==> src/rtl/agu.sv <==
// ---------------------------------------------------------------------------
// agu - address generation unit for the RV32I core.
//
// Holds the program counter and selects the next fetch address from the
// sequential, PC-relative (conditional branch / JAL) and JALR targets.
//
// Ports
//   CLK        in   1   system clock, rising edge
//   _Rest      in   1   synchronous active-high reset (loads RESET_ADDR)
//   PCWre      in   1   PC write enable
//   PCSrc      in   2   00 seq, 01 cond branch, 10 JAL, 11 JALR
//   Taken      in   1   branch condition, only used for PCSrc=01
//   Imm        in  32   sign-extended, pre-scaled immediate
//   Rs1Data    in  32   rs1 operand for JALR
//   address    out 32   registered PC / instruction fetch address
//   PCPlus4    out 32   address + 4 (link value)
//   NextPC     out 32   candidate next PC
//   Misaligned out  1   NextPC not word aligned
// ---------------------------------------------------------------------------
module agu #(
    parameter logic [31:0] RESET_ADDR = 32'h0000_0000
) (
    input  logic        CLK,
    input  logic        _Rest,
    input  logic        PCWre,
    input  logic [1:0]  PCSrc,
    input  logic        Taken,
    input  logic [31:0] Imm,
    input  logic [31:0] Rs1Data,
    output logic [31:0] address,
    output logic [31:0] PCPlus4,
    output logic [31:0] NextPC,
    output logic        Misaligned
);

    localparam logic [1:0] SRC_SEQ  = 2'b00;
    localparam logic [1:0] SRC_BR   = 2'b01;
    localparam logic [1:0] SRC_JAL  = 2'b10;
    localparam logic [1:0] SRC_JALR = 2'b11;

    logic [31:0] r_pc;
    logic [31:0] w_seq;
    logic [31:0] w_rel;
    logic [31:0] w_jalr_sum;
    logic [31:0] w_jalr;
    logic [31:0] w_next;
    logic        w_mis;

    // All adders are 32-bit; carries out are intentionally dropped.
    assign w_seq      = r_pc + 32'd4;
    assign w_rel      = r_pc + Imm;
    assign w_jalr_sum = Rs1Data + Imm;
    assign w_jalr     = {w_jalr_sum[31:1], 1'b0};

    always_comb begin
        w_next = w_seq;
        unique case (PCSrc)
            SRC_SEQ:  w_next = w_seq;
            SRC_BR:   w_next = Taken ? w_rel : w_seq;
            SRC_JAL:  w_next = w_rel;
            SRC_JALR: w_next = w_jalr;
            default:  w_next = w_seq;
        endcase
    end

    assign w_mis = w_next[1] | w_next[0];

    // Reset wins over PCWre. A misaligned target is never committed; the
    // control unit traps on Misaligned while the PC stays put.
    always_ff @(posedge CLK) begin
        if (_Rest) begin
            r_pc <= RESET_ADDR;
        end else if (PCWre && !w_mis) begin
            r_pc <= w_next;
        end
    end

    assign address    = r_pc;
    assign PCPlus4    = w_seq;
    assign NextPC     = w_next;
    assign Misaligned = w_mis;

endmodule

==> config.mk <==
export PLATFORM = sky130hd
export DESIGN_NAME = agu
export DESIGN_NICKNAME = d
export VERILOG_FILES = /design/src/rtl/agu.sv
export SDC_FILE = /design/constraint.sdc
export NUM_CORES = 1
export LEC_CHECK = 0
export CAP_MARGIN = 5
export CORE_AREA = 4 4 93 139
export CTS_BUF_LIST = sky130_fd_sc_hd__clkbuf_8
export DETAILED_ROUTE_END_ITERATION = 12
export DIE_AREA = 0 0 97 143
export PLACE_DENSITY = 0.83
export SLEW_MARGIN = 40
export SYNTH_ARGS = -nofsm -noshare
export SYNTH_HDL_FRONTEND = slang
export SYNTH_SLANG_ARGS = --single-unit
==> constraint.sdc <==
create_clock -name CLK -period 4.9 [get_ports CLK]
set_clock_uncertainty 0.05 [all_clocks]
set_input_delay 0.98 -clock CLK [delete_from_list [all_inputs] [get_ports CLK]]
set_output_delay 0.98 -clock CLK [all_outputs]
set_load 0.02 [all_outputs]
== Word level (Yosys, flattened, before mapping) ==
Cells that the tools add are included.

* Logic and storage cells: 13
* Register bits: 32
* Output and inout bits: 97

* Eq/ne operators: 3
* Bitwise logic cells: 1
* Reduce and logical (&&, ||, !) cells: 3
* Multiplexer cells: 2
* Add/subtract/negate cells: 3

{| class="wikitable"
|+ Operator list
! kind !! number
|-
| 32-bit one-hot mux with 4 select lines || 1
|-
| 32-bit adder || 2
|-
| 32-bit by 3-bit adder with 32-bit output (second input constant) || 1
|-
| 32-bit two-way mux || 1
|-
| 2-bit == test (second input constant) || 2
|-
| 2-bit by 1-bit == test with 1-bit output (second input constant) || 1
|-
| 2-bit zero test || 1
|-
| 1-bit logical AND || 1
|-
| 1-bit zero test || 1
|-
| 1-bit bitwise OR || 1
|}

== Longest topological paths before layout ==
Gate-level depths: netlist (run 1).

* Depth after elaboration: 6
* Mapped depth: 11

== Worst setup path before layout (run 1) ==
Ideal clock, no wire load.

* Path kind: input to output
* Start: input Imm[5]
* End: output NextPC[22]
* Arrival time: 3.097 ns
* Cell stages on the path: 9
* Path slack: 0.773 ns
* Path through: ha_1 > and2_4 > or4_4 > o22a_2 > a31oi_4 > o21ai_0 > xnor2_1 > o21ai_0 > or2_2

* Cells in the longest elaborated chain, start to end: 3
* Elaborated cells on any way between the ends: 4
* Classes of those cells: 2 x add/sub; 2 x mux

{| class="wikitable"
|+ RTL lines
! element !! line !! text
|-
| start: declaration || 28 || <nowiki>input logic [31:0] Imm,</nowiki>
|-
| 32-bit adder || 51 || <nowiki>assign w_rel = r_pc + Imm;</nowiki>
|-
| 32-bit two-way mux || 59 || <nowiki>SRC_BR: w_next = Taken ? w_rel : w_seq;</nowiki>
|-
| 32-bit one-hot mux with 4 select lines (*) || 57 || <nowiki>unique case (PCSrc)</nowiki>
|-
| end: declaration || 32 || <nowiki>output logic [31:0] NextPC,</nowiki>
|}

Every way passes the cells marked *; elsewhere a longest branch is shown, timed or not.

== Final worst setup path (run 1) ==
Ends and elaborated chain as after synthesis.

==> metrics.md, run 1 <==
| Metric | Value |
|---|---|
| TritonCTS clock tree | `built` |
| Die X-Extent | `97 um` |
| Setup CP Type | `in2out` |
| Synth unique cells | `76` |
| Leakage | `4.25 nW` |
| Net switching power | `1.02 mW` |
| Final setup TNS | `0 ns` |
| Clock transition at path regs | `0.10 ns` |
| Synthesized flop and latch total | `32` |
| Antenna-violating nets left | `0` |
| Filler cells | `849` |
| Post-synth EDFFs | `0` |
| Area Growth Syn to Fin | `62.1%` |
| Area of the multi-input gates | `5260 sq um` |
| Final setup vio count | `0` |
| Total Routing Usage GR | `39.4%` |
| Most frequent cells in the layout | `buf_4, clkdlybuf4s50_1, nand2_1` |
| Crit end category | `primary output` |
| Worst skew pair latency | `0.32 ns` |
| Largest register FFs | `32` |
| Max Root-Sink Buffers | `2` |
| Worst relative slew slack | `42.5%` |
| Yosys warns | `0` |
| Highest Clock Rate | `0.207 GHz` |
| Dpl ws | `-0.519 ns` |
| Final Cycle Share | `98.8%` |
| Iter 0 DRT Violations | `562` |
| Sw Share | `46.7%` |
| # nets final | `1312` |
| Final HPWL DP | `22900 um` |
| Status | `finished clean` |
| RSZ-0062 raised after global routing | `true` |
| Mapped Cells | `840` |
| P_int | `1.16 mW` |
| Initial antenna violation count | `1` |
| Mean Syn Cell Area | `7.00 sq um` |
| Max Cap Viol | `0` |
| Final Critical Period | `4.84 ns` |
| Worst Setup Start Kind | `input pin` |
| Htree depth | `2` |
| Largest net degree at the start of global routing | `27` |
| Hold Path Class | `reg2reg` |
| Post-synthesis sequential area ratio | `10.9%` |
| # hold bufs at CTS | `0` |
| I/O Buffers | `166` |
| Wire per inst | `21.7 um` |
| Clock tree sinks | `32` |
| Async set-reset flop share out of synthesis | `0%` |
| First-pass GRT wire length | `43000 um` |
| Syn nets | `974` |
| I/O pin cnt | `167` |
| Commonest non-fill, non-tap cell in the layout | `buf_4` |
| Total CTS buffers | `5` |
| Share of layout cells above drive strength 1 | `26.5%` |
| Clock Power Share | `13.2%` |
| Full die area | `13900 sq um` |
| Drt pass-1 iters | `5` |
| Comb pwr share | `71.9%` |
| Max FO, Critical Path | `3` |
| Ant diodes | `0` |
| CP Data Required Time | `3.87 ns` |
| Final worst slack | `0.0592 ns` |
| Sequential share of power | `14.9%` |
| Vias/cell | `6.26` |
| Worst vdd ir | `0.000186 V` |
| Final Max Tran Viols | `0` |
| Sequential cell area | `641 sq um` |
| Initial core utilization | `49.7%` |
| Core Rows | `49` |
| Final wirelength | `28900 um` |
| Syn Std Cell Area | `5880 sq um` |
| Vias in the first global route | `8565` |
| Die height | `143 um` |
| WP data arrival | `3.81 ns` |
| Total gr overflow | `0` |
| Overall Power | `2.18 mW` |
| Pwr dens | `228 nW/um^2` |
| Core box area | `11800 sq um` |
| DRC viols | `0` |
| Detailed-route via count | `8341` |
| Final GP Congestion | `1.04` |
| Final hold vios | `0` |
| Top FF cell, synth | `dfxtp_1` |
| Worst Max-Slew Pin Slew | `0.860 ns` |
| Root buf cell | `clkbuf_8` |
synth_stat cells (all sizes together) (12+ instances only):
| cell | count | share of area, % |
|---|---|---|
| nor3 | 17 | 1.4 |
| clkbuf | 35 | 2.6 |
| buf | 12 | 1.2 |
| and2 | 12 | 1.3 |
| a21oi | 77 | 6.6 |
| xnor2 | 48 | 7.1 |
| dfxtp | 32 | 11 |
| inv | 30 | 1.9 |
| o21ai | 49 | 4.2 |
| nor2 | 76 | 4.9 |
| nand2 | 101 | 6.4 |
| and3 | 13 | 1.4 |
| ha | 62 | 13 |
| nand4 | 28 | 3.0 |
| a311oi | 15 | 2.3 |
| a21o | 17 | 2.2 |
| xor2 | 25 | 3.7 |
| nand3 | 25 | 2.1 |
path summary, 6_finish.rpt:
kind,start,end,slack [ns],depth (start not counted)
worst max register to register,address[0],address[28],1.73,16
worst min-delay path,address[30],address[30],0.53,2
worst min register to register,address[30],address[30],0.53,2
worst max-delay path,Imm[5],NextPC[22],0.06,11
area by class of cell:
class                   count  area share (%)
clock inverters             3           0.446
flip-flops and latches     32            6.72
multi-input cells         730            55.2
clock buffers               5           0.722
repair buffers            379            33.7
well taps                 153            2.01
inverters                  30            1.18
critical path: stages:
cell	delay, ns
clkdlybuf4s50_1	0.43
ha_1	0.31
and2_4	0.15
or4_4	0.43
o22a_4	0.24
a31oi_4	0.20
o21ai_1	0.12
xnor2_1	0.36
o21ai_1	0.12
or2_2	0.29
buf_2	0.17
logic make-up (layout without fill, tap and decap cells):
kind of cell	after synthesis	in the layout	synth area share [%]
AOI/OAI and AO/OA	275	275	32.0
buffers and inverters	78	417	5.85
and+or+nand+nor	312	312	25.5
DFF	32	32	10.9
muxes	6	6	1.02
adders and majority gates	64	64	13.9
xor gates and xnor gates	73	73	10.9
power groups by stage:
stage / clock (mW) / sequential (mW) / combinational, mW
after floorplan: 0 / 0.356 / 0.699
after global placement: 0 / 0.329 / 1.46
after detailed placement: 0 / 0.329 / 1.47
after CTS: 0.286 / 0.324 / 1.49
after global routing: 0.295 / 0.328 / 1.65
final: 0.288 / 0.325 / 1.56
routing by layer:
metal  part of all wire, %  track usage [%]  wire length (um)
met4                    12             39.3              3470
met1                    32             36.0              9210
met2                    50             72.6             14300
met3                   6.5             6.26              1880
met5                     0                0                 0
stage by stage:
| stage | instances | hold WS, ns | utilization, % | cell area (sq um) |
|---|---|---|---|---|
| finish | 1332 | 0.531 | 80.6 | 9530 |
| global route | 1332 | 0.546 | 80.6 | 9530 |
| CTS | 1328 | 0.529 | 79.0 | 9350 |
| detailed placement | 1317 | 0.517 | 76.7 | 9070 |
| global placement | 1317 | 0.490 | 76.7 | 9070 |
| floorplan | 840 | 0.538 | - | 5880 |
timing repair:
item                       4_1_cts  5_1_grt
setup buffers                    3        4
gates resized for setup         94       64
pin swaps                        9       17
setup endpoints to repair       25       26
Note: power is estimated with default switching activity, not from simulation.
==> inputs of run 2 (changes only) <==
GPL_ROUTABILITY_DRIVEN = 0   (was unset)
==> metrics.md, run 2 (same netlist as run 1, synthesis figures left out) <==
| Metric | Value |
|---|---|
| Status | `finished with violations` |
| Violated checks | `negative setup slack` |
| CP Data Required Time | `3.87 ns (about the same)` |
| Max Cap Viol | `0 (unchanged)` |
| Final worst slack | `-0.0637 ns (-0.123 ns)` |
| Clock Power Share | `10.5% (-2.7 points)` |
| Vias in the first global route | `8412 (-1.8%)` |
| Final Cycle Share | `101% (+2.5 points)` |
| CP Buf/Inv Count | `4 (+2)` |
| Initial antenna violation count | `1 (unchanged)` |
| Antenna-violating nets left | `0 (unchanged)` |
| Final hold vios | `0 (unchanged)` |
| Max Root-Sink Buffers | `2 (unchanged)` |
| Largest register FFs | `32 (unchanged)` |
| WP data arrival | `3.93 ns (+0.12 ns)` |
| Cells after DPL | `1294 (-1.7%)` |
| TritonCTS clock tree | `built` |
| Final HPWL DP | `21000 um (-8.4%)` |
| Ant diodes | `0 (unchanged)` |
| Commonest non-fill, non-tap cell in the layout | `buf_4` |
| Iter 0 DRT Violations | `773 (+38%)` |
| Area of the multi-input gates | `5350 sq um (+1.7%)` |
| Total Routing Usage GR | `37.8% (-1.7 points)` |
| Worst Max-Slew Pin Slew | `0.723 ns (-0.137 ns)` |
| Crit end category | `primary output` |
| Root buf cell | `clkbuf_8` |
| Pwr dens | `224 nW/um^2 (-1.9%)` |
| I/O pin cnt | `167 (unchanged)` |
| Final Critical Period | `4.96 ns (+0.123 ns)` |
| RSZ-0062 raised after global routing | `true` |
| DRC viols | `0 (unchanged)` |
| CP Cell Sequence | `clkdlybuf4s50_1, inv_1, fa_1, nand2b_1, a21oi_1, buf_4, o21ai_2, a2111oi_2, nor3_1, xnor2_2, a221oi_2, nand2_1, buf_2` |
| Core box area | `11800 sq um (unchanged)` |
| Net switching power | `1.02 mW (+0.72%)` |
| Sequential cell area | `641 sq um (unchanged)` |
| Final std cells w/o fill | `1305 (-2.0%)` |
| I/O Buffers | `166 (unchanged)` |
| Hold Path Class | `reg2reg` |
| Total CTS buffers | `5 (unchanged)` |
| Detailed-route via count | `8516 (+2.1%)` |
| Sw Share | `48.5% (+1.8 points)` |
| Max FO, Critical Path | `4 (+1)` |
| Setup CP Type | `in2out` |
| Clock transition at path regs | `0.08 ns (-0.02 ns)` |
| Htree depth | `2 (unchanged)` |
| Vias/cell | `6.53 (+4.2%)` |
| Clock tree sinks | `32 (unchanged)` |
| First-pass GRT wire length | `42100 um (-2.2%)` |
| Worst vdd ir | `0.000172 V (-7.7%)` |
| Final wirelength | `28500 um (-1.2%)` |
| # nets final | `1285 (-2.1%)` |
| Overall Power | `2.11 mW (-3.1%)` |
| Area Growth Syn to Fin | `60.1%` |
| Sequential share of power | `15.9% (+1.0 points)` |
| Worst relative slew slack | `51.7% (+9.2 points)` |
| Final Max Tran Viols | `0 (unchanged)` |
| Die X-Extent | `97 um (unchanged)` |
| Share of layout cells above drive strength 1 | `24.7% (-1.8 points)` |
| Final setup vio count | `2 (+2)` |
| Core Util, Final | `79.6% (-1.0 points)` |
| Kind of cell adding the most delay to the critical path | `compound AO/OA/AOI/OAI gates` |
| Leakage | `4.18 nW (-1.7%)` |
| Wire per inst | `21.9 um (+0.84%)` |
| Worst skew pair latency | `0.29 ns (-0.03 ns)` |
| Total gr overflow | `0 (unchanged)` |
| P_int | `1.09 mW (-6.4%)` |
| Largest net degree at the start of global routing | `29 (+7.4%)` |
| Drt pass-1 iters | `5 (unchanged)` |
| Reg2Reg Setup Slack | `1.74 ns (about the same)` |
| Highest Clock Rate | `0.201 GHz (-2.5%)` |
| CP max stage cell | `clkdlybuf4s50_1` |
| Most frequent cells in the layout | `buf_4, clkdlybuf4s50_1, nand2_1` |
| Initial core utilization | `49.7% (unchanged)` |
| Core Rows | `49 (unchanged)` |
| Filler cells | `736 (-13%)` |
| Slowest stage delay, CP | `0.49 ns (+0.06 ns)` |
| # hold bufs at CTS | `0 (unchanged)` |
| Full die area | `13900 sq um (unchanged)` |
| Comb pwr share | `73.5% (+1.6 points)` |
| Worst Setup Start Kind | `input pin` |
| Die height | `143 um (unchanged)` |
==> run 2: layout make-up <==
class	count	share of cell area, %
multi-input cells	730	56.9
flip-flops and latches	32	6.80
inverters	30	1.20
repair buffers	352	32.2
well taps	153	2.03
clock buffers	5	0.731
clock inverters	3	0.199
==> run 2: final timing paths <==
path                    from     endpoint  cells after the start
setup / recovery      Imm[1]   NextPC[24]                     13
hold / removal    address[0]   address[0]                      1
setup reg to reg  address[0]  address[29]                     10
hold reg to reg   address[0]   address[0]                      1
==> run 2: what timing repair did <==
| item | in CTS | in global routing |
|---|---|---|
| resized for setup | 75 | 83 |
| setup buffers | 1 | 2 |
| endpoints found under the setup margin | 24 | 23 |
| pin swaps | 11 | 23 |
==> run 2: worst reg2reg max path, stage by stage (launching register included) <==
cell and delay (ns):
dfxtp_1 0.42, ha_1 0.20, inv_1 0.06, fa_2 0.54, a311oi_1 0.10, a21oi_1 0.21
nand2_1 0.17, nor2_4 0.36, inv_1 0.36, a211o_1 0.35, o221a_2 0.23
==> run 2: through the flow <==
| stage | worst slack (ns) | hold slack (ns) | TNS (ns) | cell area [sq um] |
|---|---|---|---|---|
| after floorplan | 0.773 | 0.538 | 0 | 5880 |
| final | -0.0637 | 0.510 | -0.0950 | 9410 |
| after CTS | 0.00254 | 0.504 | 0 | 9120 |
| after detailed placement | -0.419 | 0.491 | -7.56 | 8900 |
| after global placement | -0.401 | 0.491 | -6.57 | 8900 |
| after global routing | -0.213 | 0.525 | -0.970 | 9410 |
==> run 2: power groups by stage <==
stage | combinational, mW | sequential (mW) | clock [mW]
after floorplan | 0.699 | 0.356 | 0
after global placement | 1.39 | 0.335 | 0
after detailed placement | 1.41 | 0.336 | 0
after CTS | 1.42 | 0.330 | 0.220
after global routing | 1.64 | 0.337 | 0.227
final | 1.55 | 0.337 | 0.222
==> run 2: layer usage <==
metal / track usage (%) / part of all wire (%) / vias up
met5: 0 / 0.046 / -
met4: 30.5 / 11 / 2
met3: 6.70 / 9.7 / 232
met2: 67.7 / 48 / 656
met1: 38.4 / 32 / 3874
li1: - / - / 3752
==> inputs of run 3 (changes only) <==
CAP_MARGIN = 15   (was 5)
==> results of run 3 <==
Same layout as run 2: the final DEF is identical, and so are final timing and power.
